[src/rtl/encoder_8to3_pending_pkg.sv]
`default_nettype none
// =============================================================================
// encoder_8to3_pending_pkg : shared sizes and FSM encoding for the encoder
// Revision : 1.0
// =============================================================================
package encoder_8to3_pending_pkg;

    localparam int ENC_N = 8;
    localparam int ENC_W = 3;

    typedef enum logic [0:0] {
        ST_IDLE = 1'b0,
        ST_HOLD = 1'b1
    } state_e;

endpackage
`default_nettype wire

[src/rtl/encoder_8to3_pending_prio.sv]
`default_nettype none
// =============================================================================
// priority_enc_8to3 : combinational highest-bit-first priority encoder
// Revision : 1.0
// =============================================================================
module priority_enc_8to3
    import encoder_8to3_pending_pkg::*;
(
    input  logic [ENC_N-1:0] req_i,
    output logic [ENC_W-1:0] idx_o,
    output logic [ENC_N-1:0] onehot_o,
    output logic             any_o
);

    // Ascending scan: the last set bit seen is the highest, so it wins.
    always_comb begin
        idx_o    = '0;
        onehot_o = '0;
        for (int i = 0; i < ENC_N; i++) begin
            if (req_i[i]) begin
                idx_o       = ENC_W'(i);
                onehot_o    = '0;
                onehot_o[i] = 1'b1;
            end
        end
    end

    assign any_o = |req_i;

endmodule
`default_nettype wire

[src/rtl/encoder_8to3_pending.sv]
`default_nettype none
// =============================================================================
// encoder_8to3_pending : accumulates requests, serves one index per handshake
// Revision : 1.0
// =============================================================================
module encoder_8to3_pending
    import encoder_8to3_pending_pkg::*;
(
    input  logic             clk_i,
    input  logic             rst_n_i,
    input  logic             en_i,
    input  logic             clr_i,
    input  logic [ENC_N-1:0] d_i,
    input  logic             ready_i,
    output logic [ENC_W-1:0] a_o,
    output logic             valid_o,
    output logic [ENC_N-1:0] pend_o,
    output logic             ovf_o
);

    state_e           state_q, state_d;
    logic [ENC_N-1:0] pend_q, pend_d;
    logic [ENC_W-1:0] a_q, a_d;
    logic             ovf_q, ovf_d;

    logic [ENC_W-1:0] prio_idx;
    logic [ENC_N-1:0] prio_onehot;
    logic             prio_any;
    logic             load;
    logic [ENC_N-1:0] load_mask;
    logic [ENC_N-1:0] new_req;

    priority_enc_8to3 u_prio (
        .req_i    (pend_q),
        .idx_o    (prio_idx),
        .onehot_o (prio_onehot),
        .any_o    (prio_any)
    );

    always_comb begin
        state_d = state_q;
        a_d     = a_q;
        load    = 1'b0;

        case (state_q)
            ST_IDLE: begin
                if (prio_any) begin
                    load    = 1'b1;
                    state_d = ST_HOLD;
                end
            end
            ST_HOLD: begin
                if (ready_i) begin
                    if (prio_any) load = 1'b1;
                    else          state_d = ST_IDLE;
                end
            end
            default: state_d = ST_IDLE;
        endcase

        if (load) a_d = prio_idx;

        load_mask = load ? prio_onehot : '0;
        new_req   = en_i ? d_i : '0;
        // The bit moving into A this edge counts as in flight, so a hit on it
        // re-pends without flagging overflow.
        pend_d    = (pend_q & ~load_mask) | new_req;
        ovf_d     = ovf_q | (|(new_req & pend_q & ~load_mask));

        if (clr_i) begin
            pend_d  = '0;
            state_d = ST_IDLE;
            ovf_d   = 1'b0;
            a_d     = a_q;
        end
    end

    always_ff @(posedge clk_i or negedge rst_n_i) begin
        if (!rst_n_i) begin
            state_q <= ST_IDLE;
            pend_q  <= '0;
            a_q     <= '0;
            ovf_q   <= 1'b0;
        end else begin
            state_q <= state_d;
            pend_q  <= pend_d;
            a_q     <= a_d;
            ovf_q   <= ovf_d;
        end
    end

    assign a_o     = a_q;
    assign valid_o = (state_q == ST_HOLD);
    assign pend_o  = pend_q;
    assign ovf_o   = ovf_q;

endmodule
`default_nettype wire
[config.mk]
export PLATFORM = sky130hd
export DESIGN_NAME = encoder_8to3_pending
export DESIGN_NICKNAME = d
export VERILOG_FILES = /design/src/rtl/encoder_8to3_pending_pkg.sv /design/src/rtl/encoder_8to3_pending_prio.sv /design/src/rtl/encoder_8to3_pending.sv
export SDC_FILE = /design/constraint.sdc
export NUM_CORES = 1
export LEC_CHECK = 0
export ABC_AREA = 1
export BUFFER_PORTS_ARGS = -buffer_cell sky130_fd_sc_hd__buf_2
export CORE_MARGIN = 2
export CORE_UTILIZATION = 30
export CTS_CLUSTER_SIZE = 10
export DETAILED_ROUTE_END_ITERATION = 10
export GPL_TIMING_DRIVEN = 0
export PLACE_DENSITY = 0.51
export SLEW_MARGIN = 10
export SYNTH_ARGS = -nofsm -noshare
export SYNTH_HDL_FRONTEND = slang
export SYNTH_SLANG_ARGS = --single-unit
[constraint.sdc]
create_clock -name clk_i -period 3.8 [get_ports clk_i]
set_input_delay 0.19 -clock clk_i [delete_from_list [all_inputs] [get_ports clk_i]]
set_output_delay 0.19 -clock clk_i [all_outputs]
set_load 0.05 [all_outputs]
==> impl_results.md <==
* Switching power of the nets at 182 uW
* Combinational power share at 39.1%
* CTS root buffer: clkbuf_4
* Routability congestion estimate at 0.736
* Wire per inst at 11.7 um
* Area used by multi-input combinational logic at 433 sq um
* Required time at the endpoint of the critical path at 3.96 ns
* Number of buffers inserted by post-CTS setup repair at 0
* Max-cap violations at 0
* Area inside the core boundary at 2540 sq um
* Flops & latches, synth at 13
* Pwr Density at 418 nW/um^2
* Final critical path time including I/O delays and setup at 1.39 ns
* Peak fanout along the critical path at 7
* Met3 global-route usage at 5.07%
* Transition at the pin with the smallest max-transition slack at 0.532 ns
* Die outline area at 3170 sq um
* Synthesized area per cell at 7.74 sq um
* First-pass detailed-route iteration total at 5
* Clock tree skew after final layout at 0.00858 ns
* Setup Total Neg Slack at 0 ns
* CTS tree: built
* Routed via count at 764
* Clock share of power at 21.2%
* Cells after Synth at 106
* Number of unique standard cell types used by synthesis at 24
* Violation count after the first detailed-route iteration at 16
* Chain of cells forming the critical path: inv_2, nand2_4, nor2_8, nand4_1, nand3_1, nand2_1, nor2_1, a21oi_2
* Starting utilization of the core area at 32.3%
* Arrival time at the worst endpoint at 1.54 ns
* Aggregate global-route resource usage at 12.9%
* Row count at 18
* Design area at 1010 sq um
* Cell Area, Placed at 978 sq um
* Routed wire length at 1930 um
* Switching fraction of total power at 43.1%
* Met2 track utilization from global routing at 19.2%
* DPL Wire Length at 1490 um
* Fraction of layout cells with a size suffix above 1 at 37.0%
* Initial antenna violation count at 0
* Synth Cell Area at 821 sq um
* Number of buffers between clock root and the deepest sink at 2
* Busiest layer in global routing: met2
* Final hold violation count at 0
* Post-detailed-route via-to-cell ratio at 4.63
* Chip width at 56.3 um
* Final-stage net count at 149
* Count of buffers from port buffering at 24
* Crit Path Class: reg2reg
* Worst-Skew Late Latency at 0.29 ns
* Pins Over Slew Limit at 0
* Utilization after layout at 39.9%
* Crit path capture type: register
* Portion of total power attributed to sequential cells at 39.7%
* Remaining Overflow, GRT at 0
* Run status: finished clean
* Largest vdd supply drop at 0.234 mV
* Net count after synthesis at 119
* WHS at 0.157 ns
* Final setup fails at 0
* Critical path's largest stage delay at 0.44 ns
* Max frequency at 721 MHz
* Crit path buf inv count at 1
* Critical Path Start Type: register
* CTS sink cnt at 13
* Cell type group with the largest total delay on the critical path: simple AND/OR/NAND/NOR gates
* Sequential cell area at 325 sq um
* DP Cell Count at 160
* Reg clk slew, reported paths at 0.09 ns
* Leakage power figure at 0.000527 uW
* Yosys warnings at 0
* Internal power summed over all cells at 241 uW
* Post-cts gate resize count at 0
* Antenna diode count at 0
* Sequential fraction of the synthesis area at 39.6%
* RSZ-0062 raised after global routing: no
* Number of buffers created by CTS at 3
* First-pass GRT wire length at 3170 um
* Deepest level of the CTS H-tree at 1
* Synthesis-to-finish area growth at 23.6%
* Worst-case headroom to the max-slew limit at 64.5%
* Number of standard cells in the layout, taps in and fillers out at 165
* Filler cell count in the final layout at 281
* Kind of path behind the tightest hold check: in2reg
* Met1 track demand over resource at 18.1%
* Ports placed on the boundary at 26
* Largest net degree at the start of global routing at 14
* Ratio of final minimum period to clock period at 36.5%
* Crit-path slowest cell: dfrtp_1
* Residual DRC at 0
* Detail Route Antenna Nets at 0
* DIE HEIGHT at 56.3 um
* Via count of the first global-routing pass at 688
cell families after synthesis:
logic type | synth area share, %
compound gates | 10.8
simple gates | 41.9
buf+inv | 7.62
flops | 39.6
Yosys cell counts:
cell	n	area share (%)
inv_2	5	2.3
o21ai_0	1	0.61
o21ai_1	2	1.2
inv_4	2	1.5
nand3_2	3	3.7
nand2_4	4	5.5
nor3_1	1	0.61
nand3b_1	1	0.91
clkbuf_1	1	0.46
inv_1	6	2.7
nor2_1	9	4.1
a21oi_2	1	1.1
nand2_2	2	1.5
nor2_4	2	2.7
o21a_1	1	0.91
nor2_8	1	2.4
nor2_2	2	1.5
dfrtp_1	13	40
a21oi_1	9	5.5
nand3_1	7	4.3
nand4_1	3	2.3
buf_2	1	0.61
a31oi_1	2	1.5
nand2_1	27	12
tightest hold or removal path: stages:
cell and delay, ns:
buf_2 0.09, nand2_1 0.06, a21oi_1 0.06
per-stage QoR:
step / worst slack (ns) / power (uW)
after floorplan: 2.30 / 298
after global placement: 2.44 / 336
after detailed placement: 2.42 / 338
after CTS: 2.40 / 430
after global routing: 2.30 / 449
final: 2.41 / 424
metal layers:
| metal | vias up | wire, um |
|---|---|---|
| met1 | 331 | 965 |
| met5 | - | 0 |
| met3 | 4 | 115 |
| met4 | 0 | 20 |
| met2 | 24 | 826 |
| li1 | 405 | - |
registers in the layout (all words and copies together) (netlist names):
name	cells
pend_o	8
a_o	3
ovf_o	1
valid_o	1
power groups by stage:
stage	clock [uW]	combinational, uW	sequential (uW)
after global placement	0	165	171
final	89.8	166	168
after global routing	98.9	179	171
after floorplan	0	69.4	229
after detailed placement	0	166	172
after CTS	93.5	168	169
repair_timing:
item                                    4_1_cts  5_1_grt
hold buffers                                  1        0
endpoints found under the hold margin        13        0
endpoints found under the setup margin        0        0
layout by cell type, fill, tap and decap left out, drive strengths merged:
cell type / n
buf: 25
nand3: 10
nand2: 33
nor2: 14
clkbuf: 5
o21ai: 3
dfrtp: 13
nor3: 1
nand4: 3
a21oi: 10
inv: 13
a31oi: 2
nand3b: 1
o21a: 1
dlygate4sd3: 1
final cells by class:
cell class / instances / area share [%]
well taps: 30 / 3.70
flip-flops and latches: 13 / 32.1
clock buffers: 4 / 2.59
repair buffers: 25 / 12.8
plain buffers: 2 / 0.863
multi-input cells: 78 / 42.7
inverters: 13 / 5.30
worst paths after layout:
kind                           start         to  slack (ns)  cells past startpoint
max                        pend_o[4]      ovf_o        2.41                      8
min                           d_i[3]  pend_o[3]        0.16                      3
max reg2reg                pend_o[4]      ovf_o        2.41                      8
min reg2reg                   a_o[2]     a_o[2]        0.49                      2
max in group asynchronous    rst_n_i     a_o[0]        3.25                      2
min in group asynchronous    rst_n_i  pend_o[1]        0.31                      2
Power figures use the tool's default switching activity.
